$ cat src/rtl/rr_decoder_sched.sv
// rtl/rr_decoder_sched.sv - round-robin scheduler driving decoder4X16 selects/enable
module rr_decoder_sched #(
  parameter int N        = 16,
  parameter int IDXW     = 4,
  parameter int MAX_HOLD = 8
) (
  input  logic            clk,
  input  logic            rst,
  input  logic [N-1:0]    req,
  input  logic            done,
  output logic [IDXW-1:0] grant_idx,
  output logic            grant_en,
  output logic            timeout,
  output logic            busy
);

  typedef enum logic [1:0] {IDLE, GRANT, RELEASE} state_t;

  localparam logic [7:0] HOLD_LAST = 8'(MAX_HOLD - 1);

  state_t          state, state_nx;
  logic [IDXW-1:0] ptr, ptr_nx, idx_nx, winner, cand;
  logic            found;
  logic [7:0]      hold_cnt, hold_nx;
  logic            en_nx, to_nx, busy_nx;
  logic            release_c, limit_c;

  // first requester at or after ptr, wrapping around the 16 slots
  always_comb begin
    winner = ptr;
    found  = 1'b0;
    cand   = '0;
    for (int i = 0; i < N; i++) begin
      cand = ptr + IDXW'(i);
      if (!found && req[cand]) begin
        winner = cand;
        found  = 1'b1;
      end
    end
  end

  // next-state and next registered outputs; grant_en only rises alongside GRANT
  always_comb begin
    state_nx  = state;
    idx_nx    = grant_idx;
    ptr_nx    = ptr;
    hold_nx   = hold_cnt;
    en_nx     = 1'b0;
    to_nx     = 1'b0;
    busy_nx   = 1'b0;
    release_c = done || !req[grant_idx];
    limit_c   = (hold_cnt == HOLD_LAST);
    case (state)
      IDLE: begin
        if (found) begin
          state_nx = GRANT;
          idx_nx   = winner;
          hold_nx  = '0;
          en_nx    = 1'b1;
          busy_nx  = 1'b1;
        end
      end
      GRANT: begin
        busy_nx = 1'b1;
        if (hold_cnt != 8'hFF) hold_nx = hold_cnt + 8'd1;
        if (release_c || limit_c) begin
          state_nx = RELEASE;
          // a voluntary release on the last allowed cycle is not a timeout
          to_nx    = !release_c;
        end else begin
          en_nx = 1'b1;
        end
      end
      RELEASE: begin
        state_nx = IDLE;
        ptr_nx   = grant_idx + 1'b1;
      end
      default: state_nx = IDLE;
    endcase
  end

  // state and output registers; reset wins over any grant in progress
  always_ff @(posedge clk) begin
    if (rst) begin
      state     <= IDLE;
      grant_idx <= '0;
      grant_en  <= 1'b0;
      timeout   <= 1'b0;
      busy      <= 1'b0;
      ptr       <= '0;
      hold_cnt  <= '0;
    end else begin
      state     <= state_nx;
      grant_idx <= idx_nx;
      grant_en  <= en_nx;
      timeout   <= to_nx;
      busy      <= busy_nx;
      ptr       <= ptr_nx;
      hold_cnt  <= hold_nx;
    end
  end

endmodule

$ cat config.mk
export PLATFORM = sky130hd
export DESIGN_NAME = rr_decoder_sched
export DESIGN_NICKNAME = d
export VERILOG_FILES = /design/src/rtl/rr_decoder_sched.sv
export SDC_FILE = /design/constraint.sdc
export NUM_CORES = 1
export LEC_CHECK = 0
export ABC_AREA = 1
export BUFFER_PORTS_ARGS = -buffer_cell sky130_fd_sc_hd__buf_2
export CAP_MARGIN = 20
export CORE_UTILIZATION = 55
export DETAILED_ROUTE_END_ITERATION = 10
export PLACE_DENSITY = 0.85
export SYNTH_ARGS = -nofsm -noshare
export SYNTH_HDL_FRONTEND = slang
export SYNTH_SLANG_ARGS = --single-unit
$ cat constraint.sdc
create_clock -name clk -period 6.3 [get_ports clk]
set_input_delay 0 -clock clk [delete_from_list [all_inputs] [get_ports clk]]
set_output_delay 0 -clock clk [all_outputs]
set_load 0.05 [all_outputs]
After elaboration in Yosys (flattened, before gate mapping)
Cells that the tools add are included.

Shift-type cells: 0. $mul: 0. Equality and inequality tests: 7. Divide/modulo/power cells: 0. Reduce and logical (&&, ||, !) cells: 40. $lt $le $gt $ge: 17. Bitwise gates (word level): 2. Muxes and demuxes: 75. $add $sub $neg: 17.

Operators by type and width (number): < comparator 4 x 5 -> 1 bit (second input constant) (17); binary-select mux 1 bit (select 4 bit) (17); two-way mux 4 bit (15); two-way mux 1 bit (35); adder 4 bit (second input constant) (8); logical NOT 1 bit (17); adder 4 x 3 -> 4 bit (second input constant) (4); two-way mux 8 bit (2); one-hot mux 8 bit (2 select lines) (1); logical AND 1 bit (15); adder 4 x 1 -> 4 bit (second input constant) (2); adder 4 x 2 -> 4 bit (second input constant) (2); adder 8 x 1 -> 8 bit (second input constant) (1); equality test 8 x 3 -> 1 bit (second input constant) (1); != test 8 bit (second input constant) (1); != test 2 bit (second input constant) (3); two-way mux 2 bit (2); one-hot mux 1 bit (2 select lines) (2); one-hot mux 2 bit (2 select lines) (1); AND reduction 2 bit (2); AND reduction 3 bit (1); OR reduction 3 bit (1); equality test 2 x 1 -> 1 bit (second input constant) (1); equality test 2 bit (second input constant) (1); other kinds (4) (6).

Memories kept: 0. Input port bits: 19. Bits in read-only memories: 0. Register bits after elaboration: 21. Latch bits: 0. Word-level logic and storage cells: 165. RAM bits: 0.

Logic depth before layout (Yosys ltp)
Depth in word-level cells: 50. Depth in mapped cells: 30. Mapped depth without buffers: 29.

Least setup slack after synthesis
Ideal clock, no wire load.

Path kind: register to register. Start point: reg ptr[1]. End point: reg grant_idx[3]. Data arrival time: 3.083 ns. Cell stages (with the launch flop): 25. Slack: 3.099 ns. Setup time: 0.118 ns. Cells stage by stage: dfxtp_1 -> inv_1 -> buf_2 -> ha_1 -> clkbuf_1 -> nand3_1 -> nand3_1 -> nand3_1 -> nand2_2 -> nand4_1 -> nor2_2 -> nand2_2 -> nor2_2 -> nand2_1 -> inv_2 -> nand3_4 -> nor2_4 -> nand2_2 -> nor3_4 -> nand3_2 -> nand3_2 -> buf_4 -> inv_2 -> o21ai_1 -> a21oi_1.

Longest elaborated chain between the ends: 49. Elaborated cells between the ends (all ways): 109.

Ends and longest elaborated chain: start: declaration (RTL line 22) `logic [IDXW-1:0] ptr, ptr_nx, idx_nx, winner, cand;`; start signal: assignment (RTL line 98) `ptr <= ptr_nx;`; branches (longest 49 deep; another with adder 4 x 1 -> 4 bit); end signal: assignment (RTL line 94) `grant_idx <= idx_nx;`; end: declaration (RTL line 11) `output logic [IDXW-1:0] grant_idx,`.

Parallel ways; which one is timed is not known. The select of a mux whose other input is x is not followed. A chain may end at the register's enable or synchronous reset.

Worst setup path in the final report
Start point: reg ptr[0]. End point: reg hold_cnt[1].

Longest elaborated chain between the ends: 50. Elaborated cells between the ends (all ways): 95.

Ends and longest elaborated chain: branches (longest 47 deep; another with adder 4 x 1 -> 4 bit); two-way mux 1 bit (*) (RTL line 35) `if (!found && req[cand]) begin`; != test 2 bit (no line) (*); AND reduction 3 bit (no line) (*); end signal: assignment (RTL line 99) `hold_cnt <= hold_nx;`; end: declaration (RTL line 24) `logic [7:0] hold_cnt, hold_nx;`.

Mark *: on every way between the ends. The select of a mux whose other input is x is not followed.

==> results.md <==
* Routed WL per cell at 14.2 µm
* Worst-skew pair later-pin latency at 0.26 ns
* Register Area at 420 µm²
* Top_reg_cell synth: dfxtp_1
* Pre-CTS setup slack at 1.90 ns
* Crit path max fanout at 23
* Clock buffer depth at 2
* Dpl hpwl at 6.91 mm
* Final hold vios at 0
* Logic pwr share at between 70 and 80%
* Most frequent cell after synthesis: nand2_1
* Largest net degree at the start of global routing at 24
* First-pass GRT wire length at 14.2 mm
* Critical path type: register to register
* Slowest stage delay, CP at 0.81 ns
* Ys async rst share at 0%
* CP max-delay cell: dfxtp_1
* Pins over their slew limit at 0
* Die Y at approximately 74 µm
* # diodes at 0
* Clk slew on worst S/H paths at 0.08 ns
* CP arrival at 4.67 ns
* DRC Markers at 0
* Sink Count at 21
* Initial antenna violation count at 0
* Final wirelength at 8.55 mm
* CTS root buffer: clkbuf_8
* Final worst slack at approximately 1.8 ns
* Highest clock rate at approximately 220 MHz
* IO Port Bufs at 25
* Max-Cap Viols at 0
* Worst ir drop on vdd at ~0.23 mV
* Critical path buffers and inverters at 3
* Post-DRT Antenna Nets at 0
* Synth Cell Area at 0.00285 mm²
* Synthesis-stage register bit count at 21
* Area Overhead vs Synth at 5.63%
* Number of synthesized flops with an enable pin at 0
* Post_cts resized at 0
* Grt total ovfl at 0
* Max-slew headroom at 49.6%
* Ys Warns at 0
* Number of I/O pins at 26
* Die Wd at 73.9 µm
* Worst Setup End Kind: register
* Lkg Pwr at 0.00153 µW
* Synth cell types at 36
* Final Setup Violations at 0
* Final min period at 4.53 ns
* Cell taking the most area after synthesis: nand2_1
* Sw Share at 61.6%
* Seq/Total Area, Yosys at around 15%
* Vias per cell at 5.78
* Vias in the first global route at 3056
* Status: completed
* CP cell instances: inv_2, ha_1, inv_1, nand3_1, nand3_1, nand3_1, nand2_1, nand4_1, nor2_2, nand2_2, nor2_2, nand2_1, inv_2, nand3_4, nor2_4, nand2_2, nor3_4, nand3_2, nand3_2, nand2_1, nand3_1, a21oi_1
* DR iter-0 viols at 268
* Fin cells at 600
* Post-synth top cells: nand2_1, nand3_1, inv_1
* Fill count at between 500 and 600
* Mapped Cells at between 500 and 600
* Synth top area cells: nand2_1, nand3_1, dfxtp_1
* Core box area at 0.00485 mm²
* Layout cells sized above 1 at 10.7%
* Hold Path Class: input port to register
* Setup TNS at 0 ns
* CP delay by family, top: simple AND/OR/NAND/NOR gates
* Switching pwr at 747 µW
* Placed cell count at about 600
* Clock Power Share at 7.3%
* H-Tree Depth at 1
* Die area at 0.00547 mm²
* Area of the multi-input gates at 0.00209 mm²
* Total GRT Usage at 33.7%
* Worst Tran Pin Value at about 0.76 ns
* First drt pass iteration count at 5
* Mean Syn Cell Area at 5.50 µm²
* Sequential share of power at 17.3%
* Critical path required time at approximately 6.5 ns
* Fin crit share at a little under three quarters
* Vias at 3469
* Starting density of the core at 58.7%
* Total setup buffers inserted after CTS at 0
* Share of the synthesized area in the top cell type at 21.0%
* Nets at 562
* Worst setup SP type: register
* PD cells at 403 mW/mm²
* Synthesized net count at 546
* FP Rows at 25
* Int Pwr at ~470 µW
* Unrepaired setup endpoints after global routing: no
* Worst Clk Skew at 0.00436 ns
* Num CTS Buffers at 3
* Routability cong. at about 1
* CTS tree: done
* Layout Utilization at about 62%
* Most used cell, CP: nand3_1
* Power, Total at roughly 1200 µW
* Post-CTS Hold Buffers at 0
-- state kept, by name, indices dropped and copies added (netlist names) --
| register | count |
|---|---|
| hold_cnt | 8 |
| grant_idx | 4 |
| ptr | 4 |
| state | 2 |
| busy | 1 |
| grant_en | 1 |
| timeout | 1 |
-- metal layers --
layer  wire (µm)  global-route usage [%]  share of wire, %  up-vias
met1        3810                    47.0                45     1542
met2        3710                    51.2                43      168
li1            -                       -                 -     1731
met5           0                       0                 0        -
met3         701                    4.20               8.2       28
met4         321                    16.2               3.8        0
-- power groups by stage --
stage / registers [µW] / logic, µW / clock network (µW)
global route: 216 / 1020 / 93.0
detailed placement: 211 / 888 / 0
global placement: 212 / 875 / 0
CTS: 209 / 894 / 89.3
floorplan: 235 / 673 / 0
finish: 210 / 914 / 88.6
-- cell usage in the layout (no fill, tap or decap), drive strengths merged --
cell type  count
nand2        166
nand3        107
inv           62
nor2          43
o21ai         31
buf           25
dfxtp         21
a21oi         21
xor2           9
ha             9
nor3           8
nand4          6
o211ai         5
o221ai         4
xnor2          3
clkbuf         3
clkinv         2
a31o           2
and2           1
a21boi         1
a31oi          1
nand3b         1
o22ai          1
or2            1
-- layout make-up --
class / instances / share of cell area, %
repair buffers: 25 / 4.16
clock inverters: 1 / 0.166
multi-input cells: 420 / 69.6
flip-flops and latches: 21 / 14.0
inverters: 63 / 7.91
well taps: 67 / 2.79
clock buffers: 3 / 1.37
-- path summary, 6_finish.rpt --
path | start | to | slack, ns | depth (start not counted)
max | ptr[0] | hold_cnt[1] | 1.77 | 22
min | done | timeout | 0.08 | 4
max reg2reg | ptr[0] | hold_cnt[1] | 1.77 | 22
min reg2reg | hold_cnt[2] | hold_cnt[2] | 0.53 | 2
-- metrics by stage --
| stage | area [µm²] | hold WS (ns) |
|---|---|---|
| after global placement | 2960 | 0.350 |
| final | 3010 | 0.0763 |
| after global routing | 3010 | 0.105 |
| after CTS | 3010 | 0.0719 |
| after detailed placement | 2960 | 0.355 |
| after floorplan | 2850 | 0.180 |
-- worst register-to-register path: stages (launching register included) --
cell and delay, ns:
dfxtp_1 0.81, inv_2 0.32, ha_1 0.57, inv_1 0.39
nand3_1 0.19, nand3_1 0.15, nand3_1 0.08, nand2_1 0.13
nand4_1 0.13, nor2_2 0.14, nand2_2 0.09, nor2_2 0.09
nand2_1 0.08, inv_2 0.10, nand3_4 0.08, nor2_4 0.12
nand2_2 0.08, nor3_4 0.16, nand3_2 0.09, nand3_2 0.23
nand2_1 0.21, nand3_1 0.13, a21oi_1 0.07
-- logic make-up after synthesis --
family                     after synthesis  share of synthesized area (%)
DFF                                     21                           14.8
AOI/OAI and AO/OA                       66                           13.1
adders and majority gates                9                           3.96
and+or+nand+nor                        333                           52.7
buffers and inverters                   77                           11.7
xor gates and xnor gates                12                           3.69
Note: power is estimated with default switching activity, not from simulation.
